<file path="src/rtl/gate_bist_controller.sv">
// Self-test sequencer for the two-input basic-gate block: sweeps all {a,b} vectors,
// compares the seven gate outputs against the truth table and reports pass/fail.
module gate_bist_controller #(
    parameter int unsigned SETTLE_CYCLES = 2,
    parameter int unsigned LOOPS         = 1
) (
    input  logic       clk,
    input  logic       rst,
    input  logic       start,
    input  logic       abort,
    output logic       a_o,
    output logic       b_o,
    input  logic [6:0] gates_i,
    output logic       busy,
    output logic       done,
    output logic       pass,
    output logic [6:0] fail_mask,
    output logic [7:0] err_count,
    output logic [1:0] first_fail_vec
);

    typedef enum logic [2:0] {StIdle, StApply, StSettle, StCheck, StDone} state_e;

    localparam logic [3:0] SettleLoad = 4'(SETTLE_CYCLES);
    localparam logic [3:0] LastLoop   = 4'(LOOPS - 1);

    state_e     state_q, state_d;
    logic [1:0] idx_q, idx_d;
    logic [3:0] loop_q, loop_d;
    logic [3:0] cnt_q, cnt_d;
    logic       a_q, a_d, b_q, b_d;
    logic       pass_q, pass_d;
    logic [6:0] mask_q, mask_d;
    logic [7:0] err_q, err_d;
    logic [1:0] ffv_q, ffv_d;

    logic [6:0] expected;
    logic [6:0] mism;

    always_comb begin
        expected = {~(a_q ^ b_q), a_q ^ b_q, ~(a_q | b_q), ~(a_q & b_q), ~a_q, a_q | b_q, a_q & b_q};
        mism     = gates_i ^ expected;

        state_d = state_q;
        idx_d   = idx_q;
        loop_d  = loop_q;
        cnt_d   = cnt_q;
        a_d     = a_q;
        b_d     = b_q;
        pass_d  = pass_q;
        mask_d  = mask_q;
        err_d   = err_q;
        ffv_d   = ffv_q;

        unique case (state_q)
            StIdle: begin
                if (start && !abort) begin
                    state_d = StApply;
                    idx_d   = 2'd0;
                    loop_d  = 4'd0;
                    a_d     = 1'b0;
                    b_d     = 1'b0;
                    pass_d  = 1'b0;
                    mask_d  = 7'd0;
                    err_d   = 8'd0;
                    ffv_d   = 2'd0;
                end
            end
            StApply: begin
                cnt_d   = SettleLoad;
                state_d = StSettle;
            end
            StSettle: begin
                if (cnt_q <= 4'd1) begin
                    state_d = StCheck;
                end else begin
                    cnt_d = cnt_q - 4'd1;
                end
            end
            StCheck: begin
                if (mism != 7'd0) begin
                    mask_d = mask_q | mism;
                    if (err_q != 8'hff) err_d = err_q + 8'd1;
                    if (err_q == 8'd0) ffv_d = {a_q, b_q};
                end
                if (idx_q != 2'd3) begin
                    // Drive the next vector together with the APPLY entry.
                    idx_d   = idx_q + 2'd1;
                    a_d     = idx_d[1];
                    b_d     = idx_d[0];
                    state_d = StApply;
                end else if (loop_q < LastLoop) begin
                    idx_d   = 2'd0;
                    loop_d  = loop_q + 4'd1;
                    a_d     = 1'b0;
                    b_d     = 1'b0;
                    state_d = StApply;
                end else begin
                    pass_d  = (err_d == 8'd0);
                    state_d = StDone;
                end
            end
            StDone: begin
                state_d = StIdle;
            end
            default: begin
                state_d = StIdle;
            end
        endcase

        // Abort discards whatever the current cycle would have done, partial results kept.
        if (abort && (state_q != StIdle)) begin
            state_d = StIdle;
            pass_d  = 1'b0;
            a_d     = a_q;
            b_d     = b_q;
            mask_d  = mask_q;
            err_d   = err_q;
            ffv_d   = ffv_q;
        end
    end

    always_ff @(posedge clk or posedge rst) begin
        if (rst) begin
            state_q <= StIdle;
            idx_q   <= 2'd0;
            loop_q  <= 4'd0;
            cnt_q   <= 4'd0;
            a_q     <= 1'b0;
            b_q     <= 1'b0;
            pass_q  <= 1'b0;
            mask_q  <= 7'd0;
            err_q   <= 8'd0;
            ffv_q   <= 2'd0;
        end else begin
            state_q <= state_d;
            idx_q   <= idx_d;
            loop_q  <= loop_d;
            cnt_q   <= cnt_d;
            a_q     <= a_d;
            b_q     <= b_d;
            pass_q  <= pass_d;
            mask_q  <= mask_d;
            err_q   <= err_d;
            ffv_q   <= ffv_d;
        end
    end

    assign a_o            = a_q;
    assign b_o            = b_q;
    assign busy           = (state_q != StIdle);
    assign done           = (state_q == StDone);
    assign pass           = pass_q;
    assign fail_mask      = mask_q;
    assign err_count      = err_q;
    assign first_fail_vec = ffv_q;

endmodule
</file>
<file path="config.mk">
export PLATFORM = sky130hd
export DESIGN_NAME = gate_bist_controller
export DESIGN_NICKNAME = d
export VERILOG_FILES = /design/src/rtl/gate_bist_controller.sv
export SDC_FILE = /design/constraint.sdc
export NUM_CORES = 1
export LEC_CHECK = 0
export BUFFER_PORTS_ARGS = -buffer_cell sky130_fd_sc_hd__clkbuf_2
export CAP_MARGIN = 20
export CORE_MARGIN = 4
export CORE_UTILIZATION = 35
export CTS_CLUSTER_SIZE = 28
export DETAILED_ROUTE_END_ITERATION = 6
export GPL_ROUTABILITY_DRIVEN = 0
export SETUP_SLACK_MARGIN = 0.2
export SLEW_MARGIN = 30
export SYNTH_ARGS = -nofsm -noshare
export SYNTH_HDL_FRONTEND = slang
export SYNTH_SLANG_ARGS = --single-unit
</file>
<file path="constraint.sdc">
create_clock -name clk -period 2.2 [get_ports clk]
set_input_delay 0.44 -clock clk [delete_from_list [all_inputs] [get_ports clk]]
set_output_delay 0.44 -clock clk [all_outputs]
set_load 0.005 [all_outputs]
</file>
==> Yosys cells after proc, flatten, opt, wreduce, memory -nomap -nowiden <==
Index checks and enable logic that the tools add are counted.
{ "word_totals": {"regBits": 33, "input_bits": 11, "out_inout_bits": 22, "word_cells": 100} }
{ "classes": {"addsub": 4, "magnitude_cmp": 2, "n_eq_ne": 17, "n_mux": 37, "n_bitwise": 10, "reduce_logical": 20} }
{ "op_table": {"columns": ["op", "n"], "rows": [
  ["$mux 8", 4],
  ["$logic_not 8->1", 2],
  ["$mux 4", 4],
  ["$pmux 4 s2", 2],
  ["$pmux 8 s2", 1],
  ["$reduce_and 4->1", 4],
  ["$mux 3", 5],
  ["$ne 3x3->1 const B", 5],
  ["$mux 7", 2],
  ["$ne 2x2->1 const B", 7],
  ["$pmux 7 s2", 1],
  ["$pmux 3 s4", 1],
  ["$mux 2", 5],
  ["$add 8x1->8 const B", 1],
  ["$ne 8x8->1 const B", 1],
  ["$pmux 2 s2", 2],
  ["$mux 1", 7],
  ["$or 7x7->7", 1],
  ["$reduce_bool 7->1", 1],
  ["$xor 7x7->7", 1],
  ["$eq 3x2->1 const B", 2],
  ["$pmux 1 s2", 3],
  ["$reduce_and 3->1", 2],
  ["$reduce_bool 3->1", 2],
  ["other kinds (17)", 24]
]} }

==> Longest topological paths before layout <==
Gate-level depths: netlist of the first run.
{ "depth": {"word_depth": 11, "mapped_depth": 9, "ltp_nobuf": 8} }

==> Least setup slack after synthesis of the first run <==
Ideal clock, no wire load.
{ "synth_timing": {"kind": "register to register", "startpoint": "register a_q (netlist: a_o)", "endpoint": "register pass_q (netlist: pass)", "setup_ns": 0.104, "arrival_ns": 2.077, "required_time_ns": 2.096, "path_slack_ns": 0.020, "stages_incl_launch_ff": 9, "n_path_buf": 0, "synth_period_minus_slack_ns": 2.180, "cell_sequence": "dfrtp_1 > inv_1 > ha_1 > nor3b_1 > o22ai_2 > o21ai_2 > mux2_4 > o21a_1 > o41ai_2"} }
{ "synth_between": {"elab_chain_len": 11, "word_cells_on_any_way": 16, "cone_classes": "6 x mux; 8 x bitwise; 2 x reduce/logical"} }
{ "synth_lines": {"columns": ["element", "line", "text"], "rows": [
  ["start: declaration", "31", "logic a_q, a_d, b_q, b_d;"],
  ["start signal: assignment", "129", "a_q <= 1'b0;"],
  ["start signal: assignment", "140", "a_q <= a_d;"],
  ["$and 1x1->1, or another cell as far along", "41", "expected = {~(a_q ^ b_q), a_q ^ b_q, ~(a_q | b_q), ~(a_q & b_q), ~a_q, a_q | b_q, a_q & b_q};"],
  ["$not 1->1", "41", null],
  ["$xor 7x7->7 (*)", "42", "mism = gates_i ^ expected;"],
  ["$reduce_bool 7->1 (*)", "81", "if (mism != 7'd0) begin"],
  ["$mux 8 (*)", "81", null],
  ["$mux 8 (*)", "55", "unique case (state_q)"],
  ["$logic_not 8->1 (*)", "99", "pass_d = (err_d == 8'd0);"],
  ["$mux 1 (*)", "92", "end else if (loop_q < LastLoop) begin"],
  ["$mux 1 (*)", "86", "if (idx_q != 2'd3) begin"],
  ["$pmux 1 s2 (*)", "55", null],
  ["$mux 1 (*)", "112", "if (abort && (state_q != StIdle)) begin"],
  ["end signal: assignment", "142", "pass_q <= pass_d;"],
  ["end: declaration", "32", "logic pass_q, pass_d;"]
]} }
Mark *: on every way between the ends. The rest lies on a longest branch, timed or not. The select of a mux whose other input is x is not followed.
A chain may end at the register's enable or synchronous reset.

==> Worst setup path after layout of the first run <==
{ "layout_timing": {"startpoint": "register b_q (netlist: b_o)", "endpoint": "register pass_q (netlist: pass)"} }
{ "layout_between": {"elab_chain_len": 11, "word_cells_on_any_way": 15, "cone_classes": "6 x mux; 7 x bitwise; 2 x reduce/logical"} }
{ "layout_lines": {"columns": ["element", "line", "text"], "rows": [
  ["start: declaration", "31", null],
  ["start signal: assignment", "130", "b_q <= 1'b0;"],
  ["start signal: assignment", "141", "b_q <= b_d;"],
  ["$and 1x1->1, or another cell as far along", "41", null],
  ["$not 1->1", "41", null],
  ["$xor 7x7->7 (*)", "42", null],
  ["$reduce_bool 7->1 (*)", "81", null],
  ["$mux 8 (*)", "81", null],
  ["$mux 8 (*)", "55", null],
  ["$logic_not 8->1 (*)", "99", null],
  ["$mux 1 (*)", "92", null],
  ["$mux 1 (*)", "86", null],
  ["$pmux 1 s2 (*)", "55", null],
  ["$mux 1 (*)", "112", null]
]} }
Marked as above.

==> results of run 1 <==
-- worst reg2reg max path: stages (launching register included) --
cell and delay (ps):
dfrtp_1 390, inv_2 60, ha_4 290, and3b_2 210
o22ai_4 90, or2_1 250, and3_4 190, mux2i_1 150
o41ai_2 320
-- flip-flops by register name, summed over array words and instances (netlist names) --
| register | cells |
|---|---|
| cnt_q | 4 |
| idx_q | 2 |
| pass | 1 |
| first_fail_vec | 2 |
| b_o | 1 |
| a_o | 1 |
| fail_mask | 7 |
| state_q | 3 |
| err_count | 8 |
-- routing by layer --
layer  share of wire [%]  vias to the layer above
met3                 4.8                        4
met2                  47                       34
li1                    -                      774
met1                  48                      699
met5                   0                        -
met4                0.53                        0
-- logic make-up after synthesis --
kind of cell	count (synthesis)
buffers and inverters	18
and+or+nand+nor	79
AOI/OAI and AO/OA	41
xor gates and xnor gates	11
muxes	7
adders and majority gates	7
DFF	29
-- worst max-delay path by stage --
stage / slack, ps / endpoint / depth (start not counted)
final: 170 / pass / 8
after global placement: 120 / pass / 7
after global routing: 30 / pass / 8
after detailed placement: 50 / pass / 7
after floorplan: 200 / pass / 7
after CTS: 170 / pass / 8
-- through the flow --
stage	power [mW]	hold WS (ps)	utilization, %	worst slack (ps)	cell area, sq um
final	1.77	195	47.7	165	2300
after global routing	1.91	225	47.7	33.2	2300
after CTS	1.76	212	46.5	167	2240
after detailed placement	1.24	493	43.2	54.3	2080
after global placement	1.23	477	43.2	124	2080
after floorplan	1.06	470	-	200	1810
-- power groups by stage --
stage,sequential [mW],combinational [mW],clock [mW]
after floorplan,0.719,0.343,0
after global placement,0.734,0.494,0
after detailed placement,0.737,0.504,0
after CTS,0.726,0.523,0.513
after global routing,0.754,0.618,0.539
final,0.735,0.542,0.498
-- repair_timing --
action / 4_1_cts / 5_1_grt
setup endpoints to repair: 4 / 10
pin swaps: 8 / 3
buffers inserted: 4 / 3
resized for setup: 7 / 9
cloned: 0 / 0
-- area by class of cell --
class / count / share of cell area, %
Inverter: 11 / 1.80
Multi-Input combinational cell: 145 / 46.3
Timing Repair Buffer: 48 / 12.2
Sequential cell: 29 / 31.6
Clock inverter: 1 / 0.218
Clock buffer: 7 / 4.19
Tap cell: 67 / 3.65
-- placed cells by master, fill, tap and decap left out, types with 5 or more instances in the layout --
cell      count
ha_1          5
buf_4        16
nor2_1       21
inv_1         9
clkbuf_8      7
dfrtp_1      28
nand2_1      18
a21oi_2       7
clkbuf_2     32
a21oi_1       6
xor2_1        7
o21ai_0       7
nor3_1        6
==> run metrics, run 1 <==
status finished, final reports clean; max-slew violations 0; first-pass GRT wire length 7450 um; Post-synth EDFFs 0; clock share of power 28.0%; Final #Nets 258; Mean Syn Cell Area 9.30 sq um; DP Wirelength 3120 um; Buf+Inv Stages, Crit Path 1; multi-input logic area approximately 1100 sq um; multiplexer share of the synthesized area 4.34%; Logic pwr share 30.5%; ys flop type dfrtp_1; drt pass-1 iters 5; starting density of the core 37.1%; register area share after synthesis 40.6%; 1st-iter DRT viols between 50 and 60; antenna fix cells 0; gate count of the mapped netlist 192; Worst Reg-to-Reg Cells 8; CP required 2390 ps; worst reg2reg setup slack around 170 ps; Register Area 727 sq um; final hold violation count 0; top post-synthesis cells by count 29 x dfrtp_1, 21 x nor2_1, 18 x nand2_1, 13 x a21oi_1, 11 x inv_1; Vias/cell between 4 and 5; hold buffers post-CTS 0; Core Region 4820 sq um; clk_skew 10.6 ps; worst relative slew slack 72.2%; largest net degree at the start of global routing 30; Port Buffer Count 32; Critical Path Start b_o; ranking of synthesized cells by area dfrtp_1 41%, ha_1 4.9%, nor2_1 4.4%; Total GRT Usage approximately 15%; Synth Cell Area ~1800 sq um; clk slew on worst S/H paths roughly 70 ps; GRT met1 Usage 19.7%; DR vias around 1500; top fanout value on the critical path 4; max-cap violations 0; Clk Latency, worst-skew pair 290 ps; Post-Synth XOR/XNOR Area 5.40%; R2R Path End pass; Crit Path Category flip-flop to flip-flop; largest family of logic cells by synthesized area simple AND/OR/NAND/NOR gates; Simple-Gate Fraction of Synth Area 24.1%; period utilization 92.5%; die height 79.4 um; Post-synth ARST share 100%; Switch Pwr 587 uW; Leak Pwr 1.07 nW; Critical Path Sink Type flip-flop; dpl cells 293; met3 GRT Util 4.51%; CP startpoint kind flip-flop; crit path DAT roughly 2200 ps; Residual DRC 0; CP cell instances inv_2 > ha_4 > and3b_2 > o22ai_4 > or2_1 > and3_4 > mux2i_1 > o41ai_2; grt total ovfl 0; sw frac around 33%; Flop pwr share 41.4%; Compound-Gate Fraction of Synth Area 16.1%; drt wl/cell ~14 um; CP max stage cell dfrtp_1; vias in the first global route approximately 1600; root buf cell clkbuf_8; Clock Sink Count 29; Yosys top cell by area dfrtp_1; cell-internal power 1.19 mW; setup TNS 0 ps; fill count 494; fin cells 308; synth unique cells 52; Site Rows 25; flops & latches, synth 29; TritonCTS buffer count 5; Worst-Margin Slew 417 ps; Max Freq 491 MHz; layout cell share with drive strength beyond 1 36.9%; HP Class input port to asynchronous set/reset pin; PD cells 772 nW/um^2; antenna viol nets, final 0; busiest grt layer met2; Synth top area share approximately two fifths; unrepaired setup endpoints after global routing true; Peak VDD IR about 0.38 mV; Die Width 79.4 um; M2 GR Usage around a quarter; CP top delay family simple AND/OR/NAND/NOR gates; initial antenna violation count 0; synthesized net count 210; die area 6310 sq um; Min Clock Period, post-route ~2000 ps; adder-cell share of the synthesized area under 10%; WL final approximately 4300 um; Ports 33; TritonCTS clock tree yes; final setup fails 0; critical path's largest stage delay 390 ps; H-tree depth 2; YS warnings 0; CTS max path bufs 2; top-count cell post-synth dfrtp_1; critical register-to-register path startpoint b_o; Area growth, synth to finish 28.7%
(Power assumes the default switching activity.)
==> run 2: changes to the inputs <==
--- a/config.mk
+++ b/config.mk
@@ -8,10 +8,11 @@
 export BUFFER_PORTS_ARGS = -buffer_cell sky130_fd_sc_hd__clkbuf_2
 export CAP_MARGIN = 20
 export CORE_MARGIN = 4
-export CORE_UTILIZATION = 35
+export CORE_UTILIZATION = 43
 export CTS_CLUSTER_SIZE = 28
 export DETAILED_ROUTE_END_ITERATION = 6
 export GPL_ROUTABILITY_DRIVEN = 0
+export PLACE_DENSITY = 0.67
 export SETUP_SLACK_MARGIN = 0.2
 export SLEW_MARGIN = 30
 export SYNTH_ARGS = -nofsm -noshare
==> run 2 against run 1 <==
  * Cell count decreased by 6.8%
  * Flip-flop and latch count unchanged
  * Fmax decreased by 1.2%
  * Hold slack improved by 59 ps
  * Combinational power decreased by 4.8%
  * Core utilization increased by 7.7 points
  * Register-to-register slack got worse by 20 ps
  * Sequential share of layout area increased by 1.1 points
  * Final area decreased by 3.5%
  * Die area decreased by 17%
  * Clock skew decreased by 3.2 ps
  * Largest cell class unchanged
  * Largest power group unchanged
==> run metrics, run 2 (synthesis results as in run 1) <==
commonest non-fill, non-tap cell in the layout clkbuf_2; H-tree depth 2; Critical Path Sink Type flip-flop; most frequent cells in the layout 32 x clkbuf_2, 28 x dfrtp_1, 21 x nor2_1, 18 x nand2_1, 12 x a21oi_1; antenna fix cells 0; Max Freq approximately 490 MHz; 1st-iter DRT viols 109; DP Wirelength 3040 um; Post-Place Setup Slack 94.4 ps; antenna viol nets, final 0; initial antenna violation count 0; final hold violation count 0; clk_skew 7.46 ps; Site Rows 23; crit path to pass; worst reg2reg setup slack ~140 ps; WL final roughly 4200 um; HP Class input port to asynchronous set/reset pin; largest net degree at the start of global routing 20; Ports 33; Die Width between 70 and 80 um; Worst-Margin Slew 750 ps; period utilization between 90 and 100%; Peak VDD IR approximately 0.49 mV; PD cells between 700 and 800 nW/um^2; CP startpoint kind flip-flop; drt pass-1 iters 4; Leak Pwr around 1.0 nW; design area about 2200 sq um; Crit Path Category flip-flop to flip-flop; Design Power roughly 1.7 mW; drt wl/cell between 10 and 15 um; Final #Nets between 200 and 300; Clk Latency, worst-skew pair 290 ps; crit path DAT around 2300 ps; hold buffers post-CTS 0; Clock Sink Count 29; DR vias 1536; Buf+Inv Stages, Crit Path 1; max-slew violations 0; Total GRT Usage 17.5%; grt total ovfl 0; first-pass GRT wire length 7030 um; TritonCTS clock tree yes; Critical Path Start b_o; R2R Path End pass; Min Clock Period, post-route around 2000 ps; final worst slack 141 ps; CTS max path bufs 2; unrepaired setup endpoints after global routing true; Core Region 4000 sq um; Port Buffer Count 32; top fanout value on the critical path 4; stages on the worst setup path 8; status finished, final reports clean; final setup fails 0; CP max stage cell dfrtp_1; setup TNS 0 ps; critical path's largest stage delay between 400 and 500 ps; Vias/cell 5.35; CP cell instances inv_2 > ha_4 > nor3b_4 > o22ai_4 > o211ai_1 > mux2i_1 > a21boi_1 > o41ai_2; TritonCTS buffer count 5; CP required around 2400 ps; worst relative slew slack 49.9%; Residual DRC 0; flip-flop count of the largest register after layout 8; Worst Reg-to-Reg Cells 8; layout cell share with drive strength beyond 1 between 30% and 40%; die height 72.4 um; critical register-to-register path startpoint b_o; max-cap violations 0; CP top delay family compound AO/OA/AOI/OAI gates; vias in the first global route 1460; final core occ 55.5%; die area 5250 sq um; root buf cell clkbuf_8; Area growth, synth to finish 24.2%; starting density of the core 44.6%; Area after DPL 2070 sq um; clk slew on worst S/H paths about 60 ps
-- run 2: how the worst min path moves through the flow --
stage / start / endpoint / slack (ps) / depth (start not counted)
2_1_floorplan: idx_q[1] / idx_q[1] / 470 / 1
3_3_place_gp: fail_mask[0] / fail_mask[0] / 480 / 2
3_5_place_dp: fail_mask[2] / fail_mask[2] / 480 / 1
4_1_cts: rst / b_o / 260 / 2
5_1_grt: rst / b_o / 310 / 2
6_report: rst / a_o / 250 / 2
-- run 2: area by class of cell --
class / instances / area, sq um
Fill cell: 376 / 1780
Multi-Input combinational cell: 145 / 1040
Sequential cell: 29 / 727
Tap cell: 50 / 62.6
Clock buffer: 8 / 90.1
Timing Repair Buffer: 44 / 254
Inverter: 11 / 41.3
-- run 2: metal layers --
metal / part of all wire (%) / vias up / track usage (%)
met5: 0 / - / 0
met4: 1.7 / 0 / 6.76
met3: 5.8 / 8 / 4.85
met2: 46 / 34 / 26.8
met1: 46 / 731 / 23.5
li1: - / 763 / -
-- run 2: through the flow --
step	cells	hold slack, ps
2_1_floorplan	192	470
3_3_place_gp	277	482
3_5_place_dp	277	479
4_1_cts	287	263
5_1_grt	287	309
6_report	287	254
-- run 2: what timing repair did --
action,in CTS,in global routing
pin swaps,9,4
buffers inserted,2,0
endpoints found under the setup margin,3,10
gates resized for setup,7,5
-- run 2: power by group --
part | total [mW] | switching (mW) | leakage, nW | internal [mW]
Clock | 0.465 | 0.210 | 0.0455 | 0.255
Sequential | 0.728 | 0.0892 | 0.386 | 0.638
Combinational | 0.516 | 0.263 | 0.613 | 0.254
Total | 1.71 | 0.562 | 1.04 | 1.15
==> run 3: changes to the inputs <==
--- a/config.mk
+++ b/config.mk
@@ -5,14 +5,13 @@
 export SDC_FILE = /design/constraint.sdc
 export NUM_CORES = 1
 export LEC_CHECK = 0
-export BUFFER_PORTS_ARGS = -buffer_cell sky130_fd_sc_hd__clkbuf_2
 export CAP_MARGIN = 20
 export CORE_MARGIN = 4
 export CORE_UTILIZATION = 43
 export CTS_CLUSTER_SIZE = 28
 export DETAILED_ROUTE_END_ITERATION = 6
+export DONT_BUFFER_PORTS = 1
 export GPL_ROUTABILITY_DRIVEN = 0
-export PLACE_DENSITY = 0.67
 export SETUP_SLACK_MARGIN = 0.2
 export SLEW_MARGIN = 30
 export SYNTH_ARGS = -nofsm -noshare
==> run 3 against run 2 <==
  * Total power decreased by 3.8%
  * Final area down 5.6%
  * Global-route usage is 0.29 points lower
  * Die area is the same
  * Fmax down 1.6%
  * Combinational power fell by 14%
  * Clock skew fell by 2.3 ps
  * Cell count is 10% lower
  * Critical path type unchanged
  * Critical endpoint unchanged
  * Largest power group unchanged
==> run metrics, run 3 (synthesis results as in run 1) <==
status finished, final reports clean; drt pass-1 iters 4; sw frac 34.8%; final worst slack 108 ps; Flop pwr share 45.7%; WL final between 4000 and 5000 um; clk slew on worst S/H paths 70 ps; vias in the first global route between 1000 and 1500; TritonCTS clock tree yes; fill count 356; cell-internal power 1.07 mW; Design Power 1.64 mW; Port Buffer Count 0; H-tree depth 2; clk_skew 5.18 ps; antenna viol nets, final 0; Post-Place Setup Slack -19.2 ps; starting density of the core approximately 45%; CTS max path bufs 2; die height 72.4 um; Clk Latency, worst-skew pair 290 ps; GRT met1 Usage 20.8%; max-slew violations 0; grt total ovfl 0; unrepaired setup endpoints after global routing true; commonest non-fill, non-tap cell in the layout dfrtp_1; Site Rows 23; Hold Slack 113 ps; Max Freq 478 MHz; Ports 33; final hold violation count 0; Peak VDD IR 0.367 mV; PD cells ~800 nW/um^2; met3 GRT Util 5.96%; crit path DAT 2280 ps; initial antenna violation count 0; clock share of power a little over a quarter; flip-flop count of the largest register after layout 8; max-cap violations 0; Area growth, synth to finish 17.2%; antenna fix cells 0; Min Clock Period, post-route 2090 ps; Vias/cell around 5.6; HP Class input port to asynchronous set/reset pin; largest net degree at the start of global routing 30; Residual DRC 0; worst relative slew slack 73.6%; Leak Pwr about 0.9 nW; Final #Nets 224; Critical Path Sink Type flip-flop; Core Region roughly 4000 sq um; Worst-Margin Slew 396 ps; Clock Sink Count 29; period utilization 95.1%; root buf cell clkbuf_8; design area 2090 sq um; final setup fails 0; drt wl/cell 16.2 um; M2 GR Usage 28.6%; Die Width 72.4 um; Crit Path Category flip-flop to flip-flop; CP required 2390 ps; CP startpoint kind flip-flop; Switch Pwr between 500 and 600 uW; Total GRT Usage between 10% and 20%; die area 5250 sq um; DR vias 1439; busiest grt layer met2; first-pass GRT wire length ~6900 um; top fanout value on the critical path 6; most frequent cells in the layout 28 x dfrtp_1, 21 x nor2_1, 18 x nand2_1, 13 x buf_4, 10 x inv_1; TritonCTS buffer count 5; 1st-iter DRT viols 60; Area after DPL ~1900 sq um; DP Wirelength 2990 um; Logic pwr share 27.1%; layout cell share with drive strength beyond 1 between 20% and 30%
==> run 3: cell types whose count changed in the layout (fill, tap and decap cells not counted), sizes merged <==
cell / before / now
clkbuf: 40 / 5
buf: 12 / 14
clkinv: 0 / 2
clkinvlp: 0 / 1
==> run 3: per-stage QoR <==
step | TNS (ps) | utilization [%] | cells
3_3_place_gp | 0 | 47.5 | 244
5_1_grt | 0 | 52.3 | 257
2_1_floorplan | 0 | - | 192
3_5_place_dp | -19.2 | 47.5 | 244
6_report | 0 | 52.3 | 257
4_1_cts | 0 | 51.1 | 256
==> run 3: worst paths after layout <==
check | startpoint | slack, ps | end | depth (start not counted)
setup / recovery | a_o | 110 | pass | 8
hold / removal | rst | 110 | idx_q[1] | 2
setup reg to reg | a_o | 110 | pass | 8
hold reg to reg | idx_q[0] | 510 | b_o | 1
max in group asynchronous | rst | 1780 | a_o | 2
min in group clk | abort | 220 | state_q[1] | 1
==> run 3: power by group through the flow <==
stage	Clock [mW]	Sequential [mW]	Combinational, mW
after floorplan	0	0.719	0.343
after global placement	0	0.750	0.405
after detailed placement	0	0.754	0.417
after CTS	0.463	0.745	0.430
after global routing	0.486	0.766	0.509
final	0.447	0.752	0.446
==> run 3: layout make-up <==
cell class	count	area [sq um]	share of cell area [%]
Clock inverter	3	17.5	0.837
Multi-Input combinational cell	145	1070	51.0
Inverter	11	41.3	1.97
Sequential cell	29	727	34.7
Clock buffer	5	68.8	3.29
Timing Repair Buffer	14	109	5.20
Tap cell	50	62.6	2.99
==> run 3: worst max-delay path, cell delays in order (launching register included) <==
cell and delay (ps):
dfrtp_2 460, inv_2 80, ha_4 200, nor3b_4 230, o22ai_4 110, o211ai_1 300, mux2i_1 220, a21boi_1 100
o41ai_2 290
==> run 3: routing by layer <==
metal,wire length [um],up-vias
met4,61,0
li1,-,702
met3,204,6
met1,1790,710
met2,2090,21
met5,0,-
==> run 3: what timing repair did <==
| item | in CTS | in global routing |
|---|---|---|
| cloned | 0 | 0 |
| pin swaps | 9 | 3 |
| buffers inserted | 4 | 1 |
| endpoints found under the setup margin | 7 | 16 |
| hold buffers | 0 | 0 |
| gates resized for setup | 6 | 12 |
